$ cat config.mk
export PLATFORM = sky130hd
export DESIGN_NAME = flash_read_arbiter
export DESIGN_NICKNAME = d
export VERILOG_FILES = /design/src/rtl/flash_arb_pkg.sv /design/src/rtl/flash_read_arbiter_rr.sv /design/src/rtl/flash_read_arbiter.sv
export SDC_FILE = /design/constraint.sdc
export NUM_CORES = 1
export LEC_CHECK = 0
export CORE_AREA = 10 10 78 80
export CTS_CLUSTER_SIZE = 12
export DETAILED_ROUTE_END_ITERATION = 10
export DIE_AREA = 0 0 88 90
export DONT_BUFFER_PORTS = 1
export HOLD_SLACK_MARGIN = 0.12
export PLACE_DENSITY = 0.73
export SYNTH_ARGS = -nofsm -noshare
export SYNTH_HDL_FRONTEND = slang
export SYNTH_SLANG_ARGS = --single-unit
export TNS_END_PERCENT = 30
$ cat constraint.sdc
create_clock -name clk -period 2.15 [get_ports clk]
set_input_delay 0.3225 -clock clk [delete_from_list [all_inputs] [get_ports clk]]
set_output_delay 0.3225 -clock clk [all_outputs]
set_load 0.01 [all_outputs]
$ cat src/rtl/flash_arb_pkg.sv
// Shared types and default timing for the NOR flash read arbiter.
package flash_arb_pkg;

  localparam int unsigned FLASH_ADDR_W      = 24;
  localparam int unsigned FLASH_DATA_W      = 16;
  localparam int unsigned FLASH_READ_CYCLES = 8;
  localparam int unsigned FLASH_TURN_CYCLES = 1;

  typedef enum logic [2:0] {
    ST_IDLE,
    ST_SETUP,
    ST_ACCESS,
    ST_CAPTURE,
    ST_RECOVER
  } arb_state_e;

endpackage

$ cat src/rtl/flash_read_arbiter_rr.sv
// Combinational round-robin pick: first requesting index after the pointer, wrapping.
module rr_arbiter #(
  parameter int unsigned NUM_REQ = 2,
  localparam int unsigned IDX_W  = (NUM_REQ > 1) ? $clog2(NUM_REQ) : 1
) (
  input  logic [NUM_REQ-1:0] req,
  input  logic [IDX_W-1:0]   pointer,
  output logic [NUM_REQ-1:0] winner,
  output logic [IDX_W-1:0]   winner_idx,
  output logic               any_req
);

  logic [IDX_W-1:0] idx;
  logic             found;

  always_comb begin
    winner     = '0;
    winner_idx = '0;
    found      = 1'b0;
    idx        = '0;
    for (int unsigned off = 1; off <= NUM_REQ; off++) begin
      idx = IDX_W'((32'(pointer) + off) % NUM_REQ);
      if (!found && req[idx]) begin
        found       = 1'b1;
        winner[idx] = 1'b1;
        winner_idx  = idx;
      end
    end
  end

  assign any_req = |req;

endmodule

$ cat src/rtl/flash_read_arbiter.sv
// Arbitrates NUM_REQ readers onto one asynchronous NOR flash port.
// Define FLASH_AUDIO_PRIORITY_EN to give requester 0 (PCM fetch) absolute priority.
module flash_read_arbiter
  import flash_arb_pkg::*;
#(
  parameter int unsigned NUM_REQ     = 2,
  parameter int unsigned ADDR_W      = FLASH_ADDR_W,
  parameter int unsigned DATA_W      = FLASH_DATA_W,
  parameter int unsigned READ_CYCLES = FLASH_READ_CYCLES,
  parameter int unsigned TURN_CYCLES = FLASH_TURN_CYCLES
) (
  input  logic                      clk,
  input  logic                      reset,
  input  logic [NUM_REQ-1:0]        req,
  input  logic [NUM_REQ*ADDR_W-1:0] addr,
  output logic [NUM_REQ-1:0]        gnt,
  output logic [NUM_REQ-1:0]        rvalid,
  output logic [DATA_W-1:0]         rdata,
  output logic                      busy,
  output logic [ADDR_W-1:0]         flash_a,
  output logic                      flash_adv_n,
  output logic                      flash_ce_n,
  output logic                      flash_oe_n,
  output logic                      flash_we_n,
  output logic                      flash_clk,
  input  logic [DATA_W-1:0]         flash_d,
  input  logic                      flash_wait
);

  localparam int unsigned IDX_W  = (NUM_REQ > 1) ? $clog2(NUM_REQ) : 1;
  localparam int unsigned RCNT_W = $clog2(READ_CYCLES + 1);
  localparam int unsigned TCNT_W = $clog2(TURN_CYCLES + 1);

  arb_state_e          state;
  logic [IDX_W-1:0]    pointer;
  logic [NUM_REQ-1:0]  win_q;
  logic [RCNT_W-1:0]   rcnt;
  logic [TCNT_W-1:0]   tcnt;

  logic [NUM_REQ-1:0]  arb_req;
  logic [NUM_REQ-1:0]  rr_winner;
  logic [IDX_W-1:0]    rr_idx;
  logic                rr_any;
  logic [NUM_REQ-1:0]  pick_onehot;
  logic [IDX_W-1:0]    pick_idx;
  logic                pick_any;
  logic                pick_rr;
  logic [ADDR_W-1:0]   addr_arr [NUM_REQ];
  logic                unused_wait;

  // Read-only asynchronous mode: write strobe and burst clock are parked.
  assign flash_we_n  = 1'b1;
  assign flash_clk   = 1'b0;
  assign unused_wait = flash_wait;

  for (genvar g = 0; g < NUM_REQ; g++) begin : g_addr
    assign addr_arr[g] = addr[g*ADDR_W +: ADDR_W];
  end

`ifdef FLASH_AUDIO_PRIORITY_EN
  assign arb_req = req & ~NUM_REQ'(1);
`else
  assign arb_req = req;
`endif

  rr_arbiter #(.NUM_REQ(NUM_REQ)) u_rr (
    .req        (arb_req),
    .pointer    (pointer),
    .winner     (rr_winner),
    .winner_idx (rr_idx),
    .any_req    (rr_any)
  );

  // Final winner; with audio priority, requester 0 bypasses the rotation.
  always_comb begin
    pick_onehot = rr_winner;
    pick_idx    = rr_idx;
    pick_any    = rr_any;
    pick_rr     = rr_any;
`ifdef FLASH_AUDIO_PRIORITY_EN
    if (req[0]) begin
      pick_onehot = NUM_REQ'(1);
      pick_idx    = '0;
      pick_any    = 1'b1;
      pick_rr     = 1'b0;
    end
`endif
  end

  always_ff @(posedge clk or posedge reset) begin
    if (reset) begin
      state       <= ST_IDLE;
      pointer     <= IDX_W'(NUM_REQ - 1);
      win_q       <= '0;
      rcnt        <= '0;
      tcnt        <= '0;
      gnt         <= '0;
      rvalid      <= '0;
      rdata       <= '0;
      busy        <= 1'b0;
      flash_a     <= '0;
      flash_adv_n <= 1'b1;
      flash_ce_n  <= 1'b1;
      flash_oe_n  <= 1'b1;
    end else begin
      gnt    <= '0;
      rvalid <= '0;
      case (state)
        ST_IDLE: begin
          if (pick_any) begin
            state       <= ST_SETUP;
            win_q       <= pick_onehot;
            gnt         <= pick_onehot;
            flash_a     <= addr_arr[pick_idx];
            busy        <= 1'b1;
            flash_ce_n  <= 1'b0;
            flash_adv_n <= 1'b0;
            flash_oe_n  <= 1'b1;
            if (pick_rr) pointer <= pick_idx;
          end
        end
        ST_SETUP: begin
          state       <= ST_ACCESS;
          flash_adv_n <= 1'b1;
          flash_oe_n  <= 1'b0;
          rcnt        <= RCNT_W'(READ_CYCLES);
        end
        // Data is sampled on the edge closing the last access clock.
        ST_ACCESS: begin
          if (rcnt == RCNT_W'(1)) begin
            state      <= ST_CAPTURE;
            rdata      <= flash_d;
            rvalid     <= win_q;
            flash_oe_n <= 1'b1;
          end else begin
            rcnt <= rcnt - RCNT_W'(1);
          end
        end
        ST_CAPTURE: begin
          state      <= ST_RECOVER;
          flash_ce_n <= 1'b1;
          tcnt       <= TCNT_W'(TURN_CYCLES);
        end
        ST_RECOVER: begin
          if (tcnt == TCNT_W'(1)) begin
            state <= ST_IDLE;
            busy  <= 1'b0;
          end else begin
            tcnt <= tcnt - TCNT_W'(1);
          end
        end
        default: begin
          state <= ST_IDLE;
          busy  <= 1'b0;
        end
      endcase
    end
  end

endmodule

==> results.json <==
{
  "regArea_um2": 1480,
  "finClkSkew_ps": 8.38,
  "ys.warnings.count": 0,
  "fmax_mhz": 569,
  "drv_slew": 0,
  "finalCoreUtilization": 0.644,
  "avgViaCountPerCell": 5.85,
  "cts-resized-gates": 0,
  "synth_top_area_frac": 0.504,
  "min_to": "rdata[10]$_DFFE_PP0P_",
  "start_kind": "flip-flop",
  "cts.sinks": 59,
  "fin_hold_ws_ps": 149,
  "yosys.area.top_type": "dfrtp_1",
  "rsz0062_at_grt": "false",
  "synthCells": 189,
  "cts_buffer_depth": 2,
  "ff2ff_setup_slack_ps": 390,
  "ys_ff_latch": 59,
  "antenna_found_initial": 0,
  "cts_buffers": 9,
  "initial_utilization": 0.593,
  "ys_async_sr_fraction": 1.00,
  "synth_edf_count": 0,
  "num-nets-final": 266,
  "drv_cap": 0,
  "switching_share": 0.339,
  "intPower_mw": 3.11,
  "pin_count": 119,
  "min_period_ps": 1760,
  "num-fill-cells": 347,
  "ir_drop_v": 0.000761,
  "dr.pass1.iters": 4,
  "critPathArrivalTime_ps": 1950,
  "cp.required_ps": 2350,
  "crit_path_end_kind": "flip-flop",
  "postCtsSetupBuffers": 0,
  "ys_types": 39,
  "clk_latency_ps": 320,
  "dieArea_um2": 7920,
  "postSynthAreaPerCell_um2": 14.4,
  "htree_levels": 3,
  "avgRoutedWirePerCell_um": 23.6,
  "finalSetupViolCount": 0,
  "fin_crit_sh": 0.817,
  "run_status": "finished clean",
  "min_path_type": "input pin to flip-flop",
  "grt_max_degree": 26,
  "hp-start": "flash_d[10]",
  "path_clk_slew_ps": 70,
  "final_area_um2": 2960,
  "critPathKind": "flip-flop to flip-flop",
  "cts-root-buf": "clkbuf_8",
  "route.vias.total": 1487,
  "hold_violations": 0,
  "place_area_um2": 2740,
  "grt_pass1_vias": 1727,
  "crit-reg2reg-launch": "state[0]$_DFFE_PP0P_",
  "worst-r2r-cell-count": 4,
  "crit_start": "state[0]$_DFFE_PP0P_",
  "worst_hold_path.num_cells": 1,
  "diodes": 0,
  "dpl.hpwl_um": 4630,
  "syn_nets": 260,
  "seqPwrFrac": 0.500,
  "multiInputGateArea_um2": 1130,
  "fin_cells": 254,
  "p_switching_mw": 1.59,
  "synth-main-ff-cell": "dfrtp_1",
  "ant_nets": 0,
  "grt.total_usage": 0.153,
  "worst_r2r_endpoint": "flash_a[18]$_DFFE_PP0P_",
  "grt_pass1_wl_um": 9470,
  "die_w_um": 88,
  "synth-seq-area-share": 0.543,
  "cts_tree": "done",
  "leakage_nw": 1.33,
  "yosys-top-cells-area": "dfrtp_1 50%, mux2_2 21%, mux2_4 7.2%",
  "drc_errors": 0,
  "p_per_area_nw_per_um2": 1590,
  "row_count": 25,
  "core_um2": 4600,
  "power.share.combinational": 0.281,
  "portBuffers": 0,
  "drt_iter0_drc": 65,
  "drive_gt1_frac": 0.475,
  "synthesis.area_um2": 2730,
  "wl_um": 6000,
  "area_growth_syn_to_layout_pct": 8.57,
  "die_height_um": 90,
  "cp_max_fo": 25,
  "gp_congestion": 0.761,
  "place_inst": 236,
  "overflow": 0,
  "setup_tns_ps": 0,
  "clkPwrFrac": 0.219
}
cells in the final DEF, fill, tap and decap left out, types with 2 or more instances in the layout:
master | netlist | routed
inv_1 | 4 | 3
ha_1 | 2 | 2
dfrtp_1 | 55 | 55
dfstp_2 | 4 | 4
a21oi_1 | 5 | 5
or3b_2 | 2 | 2
conb_1 | 2 | 2
o21ai_0 | 2 | 2
buf_4 | 4 | 3
nand2_1 | 5 | 5
clkbuf_1 | 0 | 3
a31oi_1 | 2 | 2
dlygate4sd3_1 | 0 | 2
and3_1 | 4 | 4
nand3_1 | 2 | 2
nor2_1 | 4 | 4
clkbuf_8 | 0 | 12
mux2_2 | 51 | 51
mux2_4 | 13 | 13
area by class of cell:
cell class / instances / area share
clock buffer: 15 / 0.0595
clock inverter: 1 / 0.0101
inverter: 4 / 0.00507
multi-input combinational: 115 / 0.381
sequential: 59 / 0.500
tap: 54 / 0.0228
timing repair buffer: 6 / 0.0211
per-stage QoR:
step | power, mW | setup slack, ps
final | 4.70 | 394
after global routing | 4.99 | 279
after CTS | 4.76 | 383
after detailed placement | 3.71 | 407
after global placement | 3.61 | 430
after floorplan | 3.44 | 378
cell families (layout without fill, tap and decap cells):
group                    count (synthesis)  in the layout  share of synthesized area
XOR/XNOR                                 1              1                    0.00321
multiplexers                            65             65                      0.286
AND/OR/NAND/NOR                         28             28                     0.0706
flip-flops                              59             59                      0.543
other                                    2              2                    0.00275
AO/OA/AOI/OAI                           17             17                     0.0426
buffers and inverters                   15             26                     0.0431
adder cells (fa/ha/maj)                  2              2                    0.00917
power groups by stage:
| stage | registers, mW | logic, mW | clock network, mW |
|---|---|---|---|
| after floorplan | 2.14 | 1.29 | 0 |
| after global placement | 2.36 | 1.26 | 0 |
| after detailed placement | 2.38 | 1.33 | 0 |
| after CTS | 2.37 | 1.34 | 1.05 |
| after global routing | 2.43 | 1.46 | 1.10 |
| final | 2.35 | 1.32 | 1.03 |
per-layer routing:
metal | vias up | GRT usage | routed length, um | part of all wire
met5 | - | 0 | 0 | 0
met4 | 0 | 0.0678 | 115 | 0.019
met1 | 730 | 0.154 | 1990 | 0.33
met2 | 73 | 0.258 | 3240 | 0.54
met3 | 11 | 0.0749 | 658 | 0.11
li1 | 673 | - | - | -
state kept, by name, summed over array words and instances, names as in the netlist:
signal / flops
rdata: 16
flash_ce_n: 1
pointer: 1
rvalid: 2
rcnt: 4
gnt: 2
state: 3
busy: 1
flash_adv_n: 1
tcnt: 1
flash_a: 24
win_q: 2
flash_oe_n: 1
worst max-delay path: stages, from the launching register on:
cell and delay [ps]:
dfrtp_1 590, nor3_4 110, o21ai_2 140, buf_4 390, mux2_2 380
worst max path at each step:
stage	end	slack [ps]	cells after the start
2_1_floorplan	busy$_DFFE_PP0P_	380	1
6_report	flash_a[18]$_DFFE_PP0P_	390	4
4_1_cts	flash_a[18]$_DFFE_PP0P_	380	4
5_1_grt	flash_a[22]$_DFFE_PP0P_	280	4
3_5_place_dp	flash_a[18]$_DFFE_PP0P_	410	4
3_3_place_gp	flash_a[20]$_DFFE_PP0P_	430	4
cell usage after synthesis, types with 2 or more instances:
library cell  instances
dfrtp_1              55
mux2_2               51
mux2_4               13
buf_6                 6
a21oi_1               5
nand2_1               5
and3_1                4
buf_4                 4
dfstp_2               4
inv_1                 4
nor2_1                4
a31oi_1               2
conb_1                2
ha_1                  2
nand3_1               2
o21ai_0               2
or3b_2                2
what timing repair did:
item,4_1_cts,5_1_grt
hold endpoints to repair,14,0
hold buffers,2,0
endpoints found under the setup margin,0,0
(Power assumes the default switching activity.)
